File: config.mk
export PLATFORM = sky130hd
export DESIGN_NAME = debug_unit
export DESIGN_NICKNAME = d
export VERILOG_FILES = /design/src/rtl/debug_unit.sv
export SDC_FILE = /design/constraint.sdc
export NUM_CORES = 1
export LEC_CHECK = 0
export CAP_MARGIN = 20
export CORE_ASPECT_RATIO = 1.1
export CORE_MARGIN = 1.5
export CORE_UTILIZATION = 43
export DETAILED_ROUTE_END_ITERATION = 16
export GPL_TIMING_DRIVEN = 0
export MAX_ROUTING_LAYER = met4
export PLACE_DENSITY = 0.81
export RECOVER_POWER = 100
export SETUP_SLACK_MARGIN = 0.2
export SLEW_MARGIN = 20
export SYNTH_ARGS = -nofsm -noshare
export SYNTH_HDL_FRONTEND = slang
export SYNTH_SLANG_ARGS = --single-unit
File: constraint.sdc
create_clock -name clk -period 4.44 [get_ports clk]
set_input_delay 0.888 -clock clk [delete_from_list [all_inputs] [get_ports clk]]
set_output_delay 0.888 -clock clk [all_outputs]
set_load 0.02 [all_outputs]
File: src/rtl/debug_unit.sv
// Host-side debug controller for the 5-stage MIPS core: loads instruction memory from UART bytes,
// gates the core with mips_run (continuous or single-step) and streams the core state back.
module debug_unit #(
  parameter int unsigned LEN        = 32,
  parameter int unsigned NB_REG     = 5,
  parameter int unsigned MEM_WORDS  = 32,
  parameter int unsigned RD_WAIT    = 2,
  parameter int unsigned MAX_CYCLES = 65535
) (
  input  logic           clk,
  input  logic           reset,
  input  logic [7:0]     rx_data,
  input  logic           rx_done,
  input  logic           tx_done,
  output logic [7:0]     tx_data,
  output logic           tx_start,
  input  logic           halt_flag,
  input  logic [LEN-1:0] pc,
  input  logic [LEN-1:0] reg_data,
  input  logic [LEN-1:0] mem_data,
  output logic           mips_run,
  output logic           debug_flag,
  output logic [LEN-1:0] addr_debug,
  output logic [LEN-1:0] addr_mem_inst,
  output logic [LEN-1:0] ins_to_mem,
  output logic           wea_ram_inst
);

  localparam int unsigned NumRegs  = 1 << NB_REG;
  localparam int unsigned NumWords = 2 + NumRegs + MEM_WORDS;
  localparam int unsigned WordW    = $clog2(NumWords);
  localparam int unsigned WaitW    = (RD_WAIT > 1) ? $clog2(RD_WAIT) : 1;

  localparam logic [WordW-1:0] RegBase  = WordW'(2);
  localparam logic [WordW-1:0] MemBase  = WordW'(2 + NumRegs);
  localparam logic [WordW-1:0] LastWord = WordW'(NumWords - 1);
  localparam logic [WaitW-1:0] WaitLast = WaitW'(RD_WAIT - 1);
  localparam logic [LEN-1:0]   CycLimit = LEN'(MAX_CYCLES);

  typedef enum logic [3:0] {
    StIdle,
    StLoadCnt,
    StLoadByte,
    StLoadWrite,
    StRun,
    StStep,
    StDumpAddr,
    StDumpRead,
    StDumpSend,
    StDumpWait
  } state_e;

  state_e           state_q, state_d;
  logic [7:0]       n_q, n_d;
  logic [LEN-1:0]   idx_q, idx_d;
  logic [1:0]       byte_q, byte_d;
  logic [LEN-1:0]   shift_q, shift_d;
  logic [LEN-1:0]   cycle_q, cycle_d;
  logic [WordW-1:0] word_q, word_d;
  logic [WaitW-1:0] wait_q, wait_d;
  logic [LEN-1:0]   buf_q, buf_d;
  logic [LEN-1:0]   addr_debug_q, addr_debug_d;
  logic [7:0]       tx_data_q, tx_data_d;
  logic             tx_start_q, tx_start_d;
  logic             run_en;
  logic [LEN-1:0]   rd_word;

  // Source of the word currently being dumped: PC, cycle count, then register file, then memory.
  always_comb begin
    if (word_q == '0) begin
      rd_word = pc;
    end else if (word_q == WordW'(1)) begin
      rd_word = cycle_q;
    end else if (word_q < MemBase) begin
      rd_word = reg_data;
    end else begin
      rd_word = mem_data;
    end
  end

  always_comb begin
    state_d      = state_q;
    n_d          = n_q;
    idx_d        = idx_q;
    byte_d       = byte_q;
    shift_d      = shift_q;
    cycle_d      = cycle_q;
    word_d       = word_q;
    wait_d       = wait_q;
    buf_d        = buf_q;
    addr_debug_d = addr_debug_q;
    tx_data_d    = tx_data_q;
    tx_start_d   = 1'b0;
    run_en       = 1'b0;

    case (state_q)
      StIdle: begin
        if (rx_done) begin
          case (rx_data)
            8'h4C:   state_d = StLoadCnt;
            8'h43:   state_d = StRun;
            8'h53:   state_d = StStep;
            default: state_d = StIdle;
          endcase
        end
      end

      StLoadCnt: begin
        if (rx_done) begin
          if (rx_data == 8'h00) begin
            state_d = StIdle;
          end else begin
            n_d     = rx_data;
            idx_d   = '0;
            cycle_d = '0;
            byte_d  = '0;
            state_d = StLoadByte;
          end
        end
      end

      StLoadByte: begin
        if (rx_done) begin
          shift_d = {shift_q[LEN-9:0], rx_data};
          byte_d  = byte_q + 2'd1;
          if (byte_q == 2'd3) begin
            state_d = StLoadWrite;
          end
        end
      end

      StLoadWrite: begin
        idx_d  = idx_q + LEN'(1);
        byte_d = '0;
        state_d = (idx_d == LEN'(n_q)) ? StIdle : StLoadByte;
      end

      StRun: begin
        // Watchdog shares the persistent cycle counter.
        if (!halt_flag && (cycle_q < CycLimit)) begin
          run_en  = 1'b1;
          cycle_d = cycle_q + LEN'(1);
        end else begin
          word_d  = '0;
          state_d = StDumpAddr;
        end
      end

      StStep: begin
        if (!halt_flag) begin
          run_en  = 1'b1;
          cycle_d = cycle_q + LEN'(1);
        end
        word_d  = '0;
        state_d = StDumpAddr;
      end

      StDumpAddr: begin
        if (word_q >= MemBase) begin
          addr_debug_d = LEN'(word_q - MemBase);
        end else if (word_q >= RegBase) begin
          addr_debug_d = LEN'(word_q - RegBase);
        end
        wait_d  = '0;
        state_d = StDumpRead;
      end

      StDumpRead: begin
        if (wait_q == WaitLast) begin
          buf_d   = rd_word;
          byte_d  = '0;
          state_d = StDumpSend;
        end else begin
          wait_d = wait_q + WaitW'(1);
        end
      end

      StDumpSend: begin
        tx_data_d  = buf_q[LEN-1 -: 8];
        buf_d      = buf_q << 8;
        tx_start_d = 1'b1;
        state_d    = StDumpWait;
      end

      StDumpWait: begin
        if (tx_done) begin
          if (byte_q == 2'd3) begin
            byte_d = '0;
            if (word_q == LastWord) begin
              state_d = StIdle;
            end else begin
              word_d  = word_q + WordW'(1);
              state_d = StDumpAddr;
            end
          end else begin
            byte_d  = byte_q + 2'd1;
            state_d = StDumpSend;
          end
        end
      end

      default: state_d = StIdle;
    endcase
  end

  always_ff @(posedge clk or negedge reset) begin
    if (!reset) begin
      state_q      <= StIdle;
      n_q          <= '0;
      idx_q        <= '0;
      byte_q       <= '0;
      shift_q      <= '0;
      cycle_q      <= '0;
      word_q       <= '0;
      wait_q       <= '0;
      buf_q        <= '0;
      addr_debug_q <= '0;
      tx_data_q    <= '0;
      tx_start_q   <= 1'b0;
    end else begin
      state_q      <= state_d;
      n_q          <= n_d;
      idx_q        <= idx_d;
      byte_q       <= byte_d;
      shift_q      <= shift_d;
      cycle_q      <= cycle_d;
      word_q       <= word_d;
      wait_q       <= wait_d;
      buf_q        <= buf_d;
      addr_debug_q <= addr_debug_d;
      tx_data_q    <= tx_data_d;
      tx_start_q   <= tx_start_d;
    end
  end

  assign mips_run      = run_en;
  assign debug_flag    = ~run_en;
  assign wea_ram_inst  = (state_q == StLoadWrite);
  assign addr_mem_inst = idx_q;
  assign ins_to_mem    = shift_q;
  assign addr_debug    = addr_debug_q;
  assign tx_data       = tx_data_q;
  assign tx_start      = tx_start_q;

endmodule

==> results of run 1 <==
## worst reg2reg max path, delay by kind of cell (launching register included)
family	cells	cell delay, ps
compound gates	4	1120
buf+inv	2	890
simple gates	2	650
flops	1	360
mux	1	360
## sequential cells by signal, indices dropped and copies added (netlist names)
signal         flops
cycle_q           32
wait_q             1
word_q             7
byte_q             2
n_q                8
tx_start           1
addr_debug         8
ins_to_mem        32
addr_mem_inst     32
tx_data            8
buf_q             32
state_q            4
## what timing repair did
item,CTS,global route
setup endpoints to repair,1,2
hold endpoints to repair,0,0
resized for setup,1,3
hold buffers,0,0
cloned,0,0
## power breakdown
part | leakage, nW | total (W) | internal (W) | switching (W)
Combinational | 3.54 | 0.00242 | 0.00106 | 0.00135
Clock | 0.285 | 0.00147 | 0.000798 | 0.000677
Sequential | 2.19 | 0.00243 | 0.00198 | 0.000449
## worst max path at each step
| stage | start | end | slack, ps | depth (start not counted) |
|---|---|---|---|---|
| 2_1_floorplan | halt_flag | mips_run | 1560 | 6 |
| 3_3_place_gp | reset | addr_mem_inst[12] | -4450 | 1 |
| 3_5_place_dp | halt_flag | mips_run | 250 | 8 |
| 4_1_cts | state_q[2] | wea_ram_inst | 240 | 7 |
| 5_1_grt | cycle_q[0] | debug_flag | 180 | 8 |
| 6_report | cycle_q[0] | debug_flag | 330 | 8 |
## cells by family (layout without fill, tap and decap cells)
family / count (synthesis) / in the layout
DFF: 167 / 167
xor gates and xnor gates: 45 / 45
AOI/OAI and AO/OA: 292 / 292
muxes: 71 / 71
buffers and inverters: 112 / 362
adders and majority gates: 10 / 10
and+or+nand+nor: 397 / 397
## metal layers
layer	routed length, um	track usage, %
met3	2300	4.91
met4	625	7.21
met1	11800	31.2
met5	0	-
met2	14000	41.4
## Yosys cell counts (all sizes together), types with 2 or more instances
master    n  area (um2)
and3     40         250
o41ai     4        50.1
mux2i    35         350
a21oi    79         403
nand2   112         425
o21ai   111         559
and4      5        43.8
a22o      3        26.3
a31oi    21         146
and2      9        56.3
xor2     14         123
nor2    115         442
o211ai    4        35.0
o32a      2        20.0
mux2     36         405
a21o      3        22.5
o21a      3        22.5
clkbuf   41         154
nor2b     4        25.0
dfrtp   167        4180
xnor2    31         272
nor3     23         125
a31o      3        26.3
buf      52         348
nand2b    6        37.5
a311oi    3        26.3
a211oi   34         268
nor4     16         140
inv      18        67.6
o31ai     8        60.1
o21bai    2        18.8
a22oi     6        45.0
nand4b    2        17.5
or3       4        25.0
nand4    20         138
ha       10         125
nand3    38         190
## metrics by stage
stage          worst slack (ps)  hold WS, ps  instance area (um2)  power (W)
2_1_floorplan              1560          430                 9750    0.00389
3_3_place_gp              -4450          453                12300    0.00499
3_5_place_dp                254          463                12300    0.00506
4_1_cts                     241          299                12900    0.00657
5_1_grt                     183          501                12800    0.00668
6_report                    332          474                12800    0.00633
## cell type report
class	count	area, um2	share of cell area [%]
Multi-Input combinational cell	815	4920	38.6
Sequential cell	167	4180	32.7
Timing Repair Buffer	218	2180	17.1
Buffer	93	462	3.61
Clock buffer	17	425	3.33
Tap cell	295	369	2.89
Clock inverter	15	160	1.25
Inverter	19	71.3	0.558
==> out/results.ini, run 1 <==
[status]
status=complete, but fails checks
failed_checks=max-capacitance violations, max-slew violations

[timing]
rsz0062_at_grt=no
final-setup-viol-count=0
achievable-frequency_ghz=0.243
setup_skew_after_layout_ps=12.9
period_needed_ps=4110
worst_slew_margin_rel_pct=-25.4
tightestPinTransition_ps=1880
finalMaxSlewViolations=106
fin_tns_setup_ps=0
period_share_pct=92.5
final_count_of_hold_timing_violations=0

[synth]
ys_warn_count=0
synth_sequential_area_ratio_pct=42.9
synth_adder_area_share_pct=1.28
async_set_reset_flop_share_out_of_synthesis_pct=100
synth_top_family_by_area=simple AND/OR/NAND/NOR gates
syn_area_per_cell_um2=8.91
synth.lib_cells_used.distinct=66
synth.mux.area_fraction_pct=7.75
post_synth_and_or_nand_nor_area_fraction_pct=19.9
netlist_area_mm2=0.00975
area_fraction_in_compound_gates_after_synthesis_pct=18.3
synth-main-ff-cell=dfrtp_1
synthesis.nets=1213
ys_seq_elements=167
number_of_enable_type_register_cells_in_the_synthesized_netlist=0
synthCells=1094
synth_xor_xnor_area_share_pct=4.04

[worst_setup_path]
timing.setup.critical_path_class=reg2out
crit_path_end_kind=output pin
reg2reg_to=buf_q[21]
timing.critical_path.cells=ha_1 -> and3_1 -> and3_1 -> clkbuf_1 -> a211o_2 -> o32a_1 -> buf_2 -> clkdlybuf4s50_1
timing.critical_path.from_type=register
required_time_at_the_worst_slack_endpoint_ps=3550
critical-path-max-stage-delay_ps=670
rr_startpoint=word_q[3]
path_max_fanout=10
worst_path_bufs_invs=3
worst_path_dominant_cell_family=buffers and inverters
slowest_stage=clkdlybuf4s50_1
cp.arrival_ps=3220
worst_path_most_repeated_cell=and3_1
reg2reg_setup_slack_ps=940
reg2regPathDepth=9

[clock_tree]
cts_made_buffers=17
cts.repair_timing.setup_buffer_count=0
clk_pin_slew_ps=70
cts_root_buffer_type=clkbuf_16
clk-insertion-delay-late_ps=430
cts_buffer_depth=2
htree_num_levels=4
clock_sink_count=167
cts_tree=done

[hold_path]
hold-path-cell-count=2
hp-start=tx_data[7]
timing.hold.worst_endpoint=tx_data[7]
hp-class=reg2reg

[placed_design]
hpwlAfterDp_um=21400
portBuffers=216
gp_routability_congestion=0.944
placed_cells_incl_taps=1607

[die]
initial_core_utilization_pct=44.0
floorplan.core_area_mm2=0.0222
ios=217
fp.dieArea_mm2=0.0236
floorplan.rows=57
floorplan.die.width_um=147
floorplan.die.height_um=161

[drt]
via_count=9262
drt_pass_1_iters=5
detail-route-antenna-nets=0
routed_wire_length_per_instance_um=17.5
drt-vias-per-instance=5.65
detail_route.iter0.violations=779
drc=0
drt_wl_total_um=28700

[global_routing]
first_global_vias=8913
groute.usage.overall_pct=25.1
number_of_antenna_violations_at_the_first_check_in_global_routing=0
gr-total-overflow=0
grt_start_max_net_pins=74
grt_pass1_wl_um=46200

[power_and_ir_drop]
max_ir_drop_vdd_mv=0.359
power_density_mw_per_mm2=495
p_leak_nw=6.02

[cells_and_area]
nNetsFinal=1450
layout_commonest_cell=dfrtp_1
post_route_cells_drive_above_1_share_pct=8.93
final-instance-count-excl-fill=1639
syn2layout_area_growth_pct=31.0
fillers=1932
antenna_cells_inserted=0
layout.cells.most_common_list=dfrtp_1, nor2_1, nand2_1
layout.core_utilization_pct=57.6

[flow_run]
maxCapViolCount=2

Note: power is estimated with default switching activity, not from simulation.
==> inputs of run 2 (changes only) <==
--- a/config.mk
+++ b/config.mk
@@ -12,7 +12,7 @@
 export DETAILED_ROUTE_END_ITERATION = 16
 export GPL_TIMING_DRIVEN = 0
 export MAX_ROUTING_LAYER = met4
-export PLACE_DENSITY = 0.81
+export PLACE_DENSITY = 0.84
 export RECOVER_POWER = 100
 export SETUP_SLACK_MARGIN = 0.2
 export SLEW_MARGIN = 20
==> constraint.sdc (replaced) <==
create_clock -name clk -period 3.35 [get_ports clk]
set_input_delay 0.67 -clock clk [delete_from_list [all_inputs] [get_ports clk]]
set_output_delay 0.67 -clock clk [all_outputs]
set_load 0.02 [all_outputs]
==> out/results.ini, run 2 (synthesis results as in run 1) <==
[status]
status=complete, but fails checks
failed_checks=max-capacitance violations, max-slew violations

[drt]
drt-vias-per-instance=5.68  ; +0.46%
detail_route.iter0.violations=612  ; -21%
drt_wl_total_um=28600  ; -0.50%
drt_pass_1_iters=5  ; unchanged
detail-route-antenna-nets=0  ; unchanged
via_count=9333  ; +0.77%
drc=0  ; unchanged
routed_wire_length_per_instance_um=17.4  ; -0.80%

[timing]
tightestPinTransition_ps=1790  ; -93.5 ps
worst_slew_margin_rel_pct=-19.1  ; +6.2 points
period_needed_ps=3130
period_share_pct=93.5
fin_tns_setup_ps=0  ; unchanged
achievable-frequency_ghz=0.319
rsz0062_at_grt=yes
finalMaxSlewViolations=70  ; -34%
final_count_of_hold_timing_violations=0  ; unchanged
setup_skew_after_layout_ps=11.7  ; -1.19 ps
hold-worst-slack_ps=467  ; -7.20 ps
final-setup-viol-count=0  ; unchanged

[worst_setup_path]
reg2reg_setup_slack_ps=370  ; -570 ps
timing.critical_path.cells=ha_1 -> and3_4 -> and3_1 -> buf_6 -> a211o_4 -> o32a_1 -> buf_6 -> inv_6 -> buf_6
cp.arrival_ps=2460  ; -760 ps
timing.setup.critical_path_class=reg2out
required_time_at_the_worst_slack_endpoint_ps=2680  ; -870 ps
critical-path-max-stage-delay_ps=390  ; -280 ps
worst_path_most_repeated_cell=buf_6
crit_path_start=cycle_q[0]
timing.critical_path.from_type=register
worst_path_dominant_cell_family=compound AO/OA/AOI/OAI gates
rr_startpoint=addr_mem_inst[0]
crit_path_end_kind=output pin
path_max_fanout=9  ; -1
slowest_stage=dfrtp_1
worst_path_bufs_invs=4  ; +1

[clock_tree]
cts_tree=done
cts_buffer_depth=2  ; unchanged
clock_sink_count=167  ; unchanged
clk-insertion-delay-late_ps=430  ; about the same
htree_num_levels=4  ; unchanged
clk_pin_slew_ps=70  ; about the same
cts_root_buffer_type=clkbuf_16
cts_made_buffers=17  ; unchanged

[cells_and_area]
antenna_cells_inserted=0  ; unchanged
multiInputGateArea_mm2=0.00499  ; +1.4%
fillers=1943  ; +0.57%
layout.cells.most_common_list=dfrtp_1, nand2_1, nor2_1
nNetsFinal=1455  ; +0.34%
finish.instance_area_mm2=0.0129  ; +1.2%
syn2layout_area_growth_pct=32.6
layout.area.seq_mm2=0.00418  ; unchanged
post_route_cells_drive_above_1_share_pct=11.0  ; +2.1 points
layout_commonest_cell=dfrtp_1
layout.core_utilization_pct=58.3  ; +0.71 points

[hold_path]
hp-start=tx_data[2]
hp-class=reg2reg

[die]
floorplan.die.height_um=161  ; unchanged
ios=217  ; unchanged
floorplan.core_area_mm2=0.0222  ; unchanged
fp.dieArea_mm2=0.0236  ; unchanged
floorplan.rows=57  ; unchanged
floorplan.die.width_um=147  ; unchanged
initial_core_utilization_pct=44.0  ; unchanged

[global_routing]
grt_start_max_net_pins=99  ; +34%
groute.usage.overall_pct=24.9  ; -0.17 points
first_global_vias=8994  ; +0.91%
gr-total-overflow=0  ; unchanged
number_of_antenna_violations_at_the_first_check_in_global_routing=0  ; unchanged
grt_pass1_wl_um=46100  ; -0.28%

[power_and_ir_drop]
p_leak_nw=6.08  ; +1.1%
p_total_w=0.00850  ; +34%
max_ir_drop_vdd_mv=0.502  ; +40%
power_density_mw_per_mm2=657  ; +33%

[flow_run]
maxCapViolCount=1  ; -1

[placed_design]
placed_area_mm2=0.0123  ; -0.22%
portBuffers=216  ; unchanged
gp_routability_congestion=0.947  ; +0.31%
hpwlAfterDp_um=20800  ; -2.7%

run 2: power by group:
group          switching (W)  internal (W)  leakage (nW)
Sequential          0.000594       0.00263          2.19
Clock               0.000872       0.00112         0.276
Combinational        0.00182       0.00147          3.61
Total                0.00329       0.00521          6.08
run 2: final cells by class:
type | count | share of cell area (%)
Buffer | 93 | 3.83
Clock buffer | 18 | 3.32
Clock inverter | 14 | 1.26
Inverter | 19 | 0.590
Multi-Input combinational cell | 815 | 38.6
Sequential cell | 167 | 32.3
Tap cell | 295 | 2.85
Timing Repair Buffer | 223 | 17.2
run 2: stage by stage:
| stage | worst slack (ps) | cells |
|---|---|---|
| 5_1_grt | 139 | 1644 |
| 6_report | 218 | 1644 |
| 3_5_place_dp | -383 | 1606 |
| 4_1_cts | 218 | 1640 |
| 2_1_floorplan | 705 | 1094 |
| 3_3_place_gp | -5360 | 1605 |
run 2: worst reg2reg max path: stages, from the launching register on:
cell,delay [ps]
dfrtp_1,480
ha_1,310
nand4_2,220
nor4_2,600
buf_2,330
nand3_1,170
xor2_1,160
o21ai_0,100
nor4_1,330
a31oi_1,140
run 2: path summary, 6_finish.rpt:
check                               to  cells past startpoint
setup / recovery              mips_run                      9
hold / removal              tx_data[2]                      2
setup reg to reg            state_q[1]                      9
hold reg to reg             tx_data[2]                      2
max in group asynchronous  cycle_q[19]                      2
min in group asynchronous   tx_data[6]                      1
run 2: routing by layer:
metal / vias to the layer above / share of wire [%] / GRT usage, %
li1: 4399 / - / -
met1: 4429 / 41 / 30.8
met2: 441 / 48 / 41.0
met3: 64 / 8.2 / 4.72
met4: 0 / 2.7 / 8.31
met5: - / 0 / -
run 2: repair_timing:
item,in CTS,in global routing
hold buffers,0,0
pin swaps,0,2
setup buffers,2,4
resized for setup,25,5
endpoints found under the setup margin,3,3
==> inputs of run 3 (changes only) <==
--- a/config.mk
+++ b/config.mk
@@ -11,10 +11,12 @@
 export CORE_UTILIZATION = 43
 export DETAILED_ROUTE_END_ITERATION = 16
 export GPL_TIMING_DRIVEN = 0
+export HOLD_SLACK_MARGIN = 0.12
 export MAX_ROUTING_LAYER = met4
 export PLACE_DENSITY = 0.84
 export RECOVER_POWER = 100
 export SETUP_SLACK_MARGIN = 0.2
+export SKIP_CTS_REPAIR_TIMING = 1
 export SLEW_MARGIN = 20
 export SYNTH_ARGS = -nofsm -noshare
 export SYNTH_HDL_FRONTEND = slang
==> out/results.ini, run 3 (synthesis results as in run 1) <==
[drt]
drt-vias-per-instance=5.64  ; -0.60%
detail-route-antenna-nets=0  ; unchanged
routed_wire_length_per_instance_um=17.3  ; -0.68%
drt_wl_total_um=28400  ; -0.50%
drt_pass_1_iters=5  ; unchanged
detail_route.iter0.violations=660  ; +7.8%
drc=0  ; unchanged
via_count=9294  ; -0.42%

[global_routing]
grt_pass1_wl_um=45800  ; -0.58%
number_of_antenna_violations_at_the_first_check_in_global_routing=0  ; unchanged
first_global_vias=8950  ; -0.49%
gr-total-overflow=0  ; unchanged
groute.usage.overall_pct=24.8  ; -0.14 points
grt_start_max_net_pins=99  ; unchanged

[cells_and_area]
nNetsFinal=1458  ; +0.21%
antenna_cells_inserted=0  ; unchanged
layout_commonest_cell=dfrtp_1
post_route_cells_drive_above_1_share_pct=11.2  ; +0.12 points
layout.core_utilization_pct=58.4  ; +0.073 points
syn2layout_area_growth_pct=32.8
layout.cells.most_common_list=dfrtp_1, nand2_1, nor2_1
final-instance-count-excl-fill=1647  ; +0.18%

[power_and_ir_drop]
power_density_mw_per_mm2=657  ; about the same
p_leak_nw=6.09  ; about the same
p_total_w=0.00850  ; about the same
max_ir_drop_vdd_mv=0.502  ; about the same

[die]
fp.dieArea_mm2=0.0236  ; unchanged
floorplan.core_area_mm2=0.0222  ; unchanged
floorplan.die.width_um=147  ; unchanged
ios=217  ; unchanged
floorplan.rows=57  ; unchanged
initial_core_utilization_pct=44.0  ; unchanged
floorplan.die.height_um=161  ; unchanged

[clock_tree]
cts_buffer_depth=2  ; unchanged
cts_tree=done
htree_num_levels=4  ; unchanged
cts_root_buffer_type=clkbuf_16
clock_sink_count=167  ; unchanged
clk_pin_slew_ps=70  ; about the same
clk-insertion-delay-late_ps=430  ; about the same
cts_made_buffers=17  ; unchanged

[worst_setup_path]
crit_path_end_kind=output pin
slowest_stage=dfrtp_1
worst_path_most_repeated_cell=buf_6
timing.critical_path.from_type=register
timing.setup.critical_path_class=reg2out
reg2reg_setup_slack_ps=380  ; about the same
path_max_fanout=9  ; unchanged
critical-path-max-stage-delay_ps=410  ; +20 ps
cp.arrival_ps=2480  ; +20 ps
required_time_at_the_worst_slack_endpoint_ps=2680  ; about the same
timing.critical_path.cells=ha_1 -> and3_4 -> and3_1 -> buf_6 -> a211o_4 -> o32a_1 -> buf_6 -> inv_6 -> buf_6
worst_path_bufs_invs=4  ; unchanged
worst_path_dominant_cell_family=compound AO/OA/AOI/OAI gates

[placed_design]
hpwlAfterDp_um=20800  ; unchanged
placed_cells_incl_taps=1606  ; unchanged
portBuffers=216  ; unchanged
gp_routability_congestion=0.947  ; unchanged

[timing]
rsz0062_at_grt=no
worst_slew_margin_rel_pct=-19.6  ; -0.45 points
fin_tns_setup_ps=0  ; unchanged
final_count_of_hold_timing_violations=0  ; unchanged
hold-worst-slack_ps=466  ; -0.276 ps
setup_skew_after_layout_ps=12.2  ; +0.448 ps
finalMaxSlewViolations=70  ; unchanged
achievable-frequency_ghz=0.318  ; -0.46%
tightestPinTransition_ps=1790  ; +6.72 ps
final-setup-viol-count=0  ; unchanged
period_needed_ps=3150  ; +14.5 ps
period_share_pct=93.9  ; +0.43 points

[status]
failed_checks=max-capacitance violations, max-slew violations
status=complete, but fails checks

[flow_run]
maxCapViolCount=1  ; unchanged

[hold_path]
hp-class=reg2reg

-- run 3: path summary, 6_finish.rpt --
| kind | start | to | cells after the start |
|---|---|---|---|
| worst max-delay path | cycle_q[1] | mips_run | 9 |
| worst min-delay path | tx_data[2] | tx_data[2] | 2 |
| worst max register to register | addr_mem_inst[0] | state_q[1] | 9 |
| worst min register to register | tx_data[2] | tx_data[2] | 2 |
| max in group asynchronous | reset | cycle_q[17] | 2 |
| min in group asynchronous | reset | tx_data[6] | 1 |
-- run 3: report_power, final --
part	leakage (nW)	switching, W	internal (W)
Clock	0.276	0.000869	0.00112
Sequential	2.19	0.000591	0.00263
Combinational	3.62	0.00182	0.00148
Total	6.09	0.00328	0.00522
-- run 3: layout make-up --
cell class                 count  area (um2)
buffer                        93         498
clock buffer                  18         429
clock inverter                14         163
fill                        1950        9230
inverter                      19        76.3
multi-input combinational    815        4990
sequential                   167        4180
tap                          295         369
timing repair buffer         226        2240
-- run 3: routing by layer --
layer / track usage, % / part of all wire, % / vias to the layer above
li1: - / - / 4389
met1: 30.5 / 41 / 4425
met2: 40.7 / 49 / 419
met3: 4.80 / 7.9 / 61
met4: 8.36 / 2.6 / 0
met5: - / 0 / -
-- run 3: worst register-to-register path, cell delays in order, from the launching register on --
cell and delay [ps]:
dfrtp_1 490, ha_1 310, nand4_2 220, nor4_2 600
buf_2 330, nand3_1 170, xor2_1 160, o21ai_0 100
nor4_1 330, a31oi_1 140
-- run 3: per-stage QoR --
| stage | cell area, um2 | setup slack [ps] |
|---|---|---|
| global route | 12900 | 131 |
| global placement | 12300 | -5360 |
| detailed placement | 12300 | -383 |
| finish | 12900 | 204 |
| floorplan | 9750 | 705 |
| CTS | 12900 | -829 |
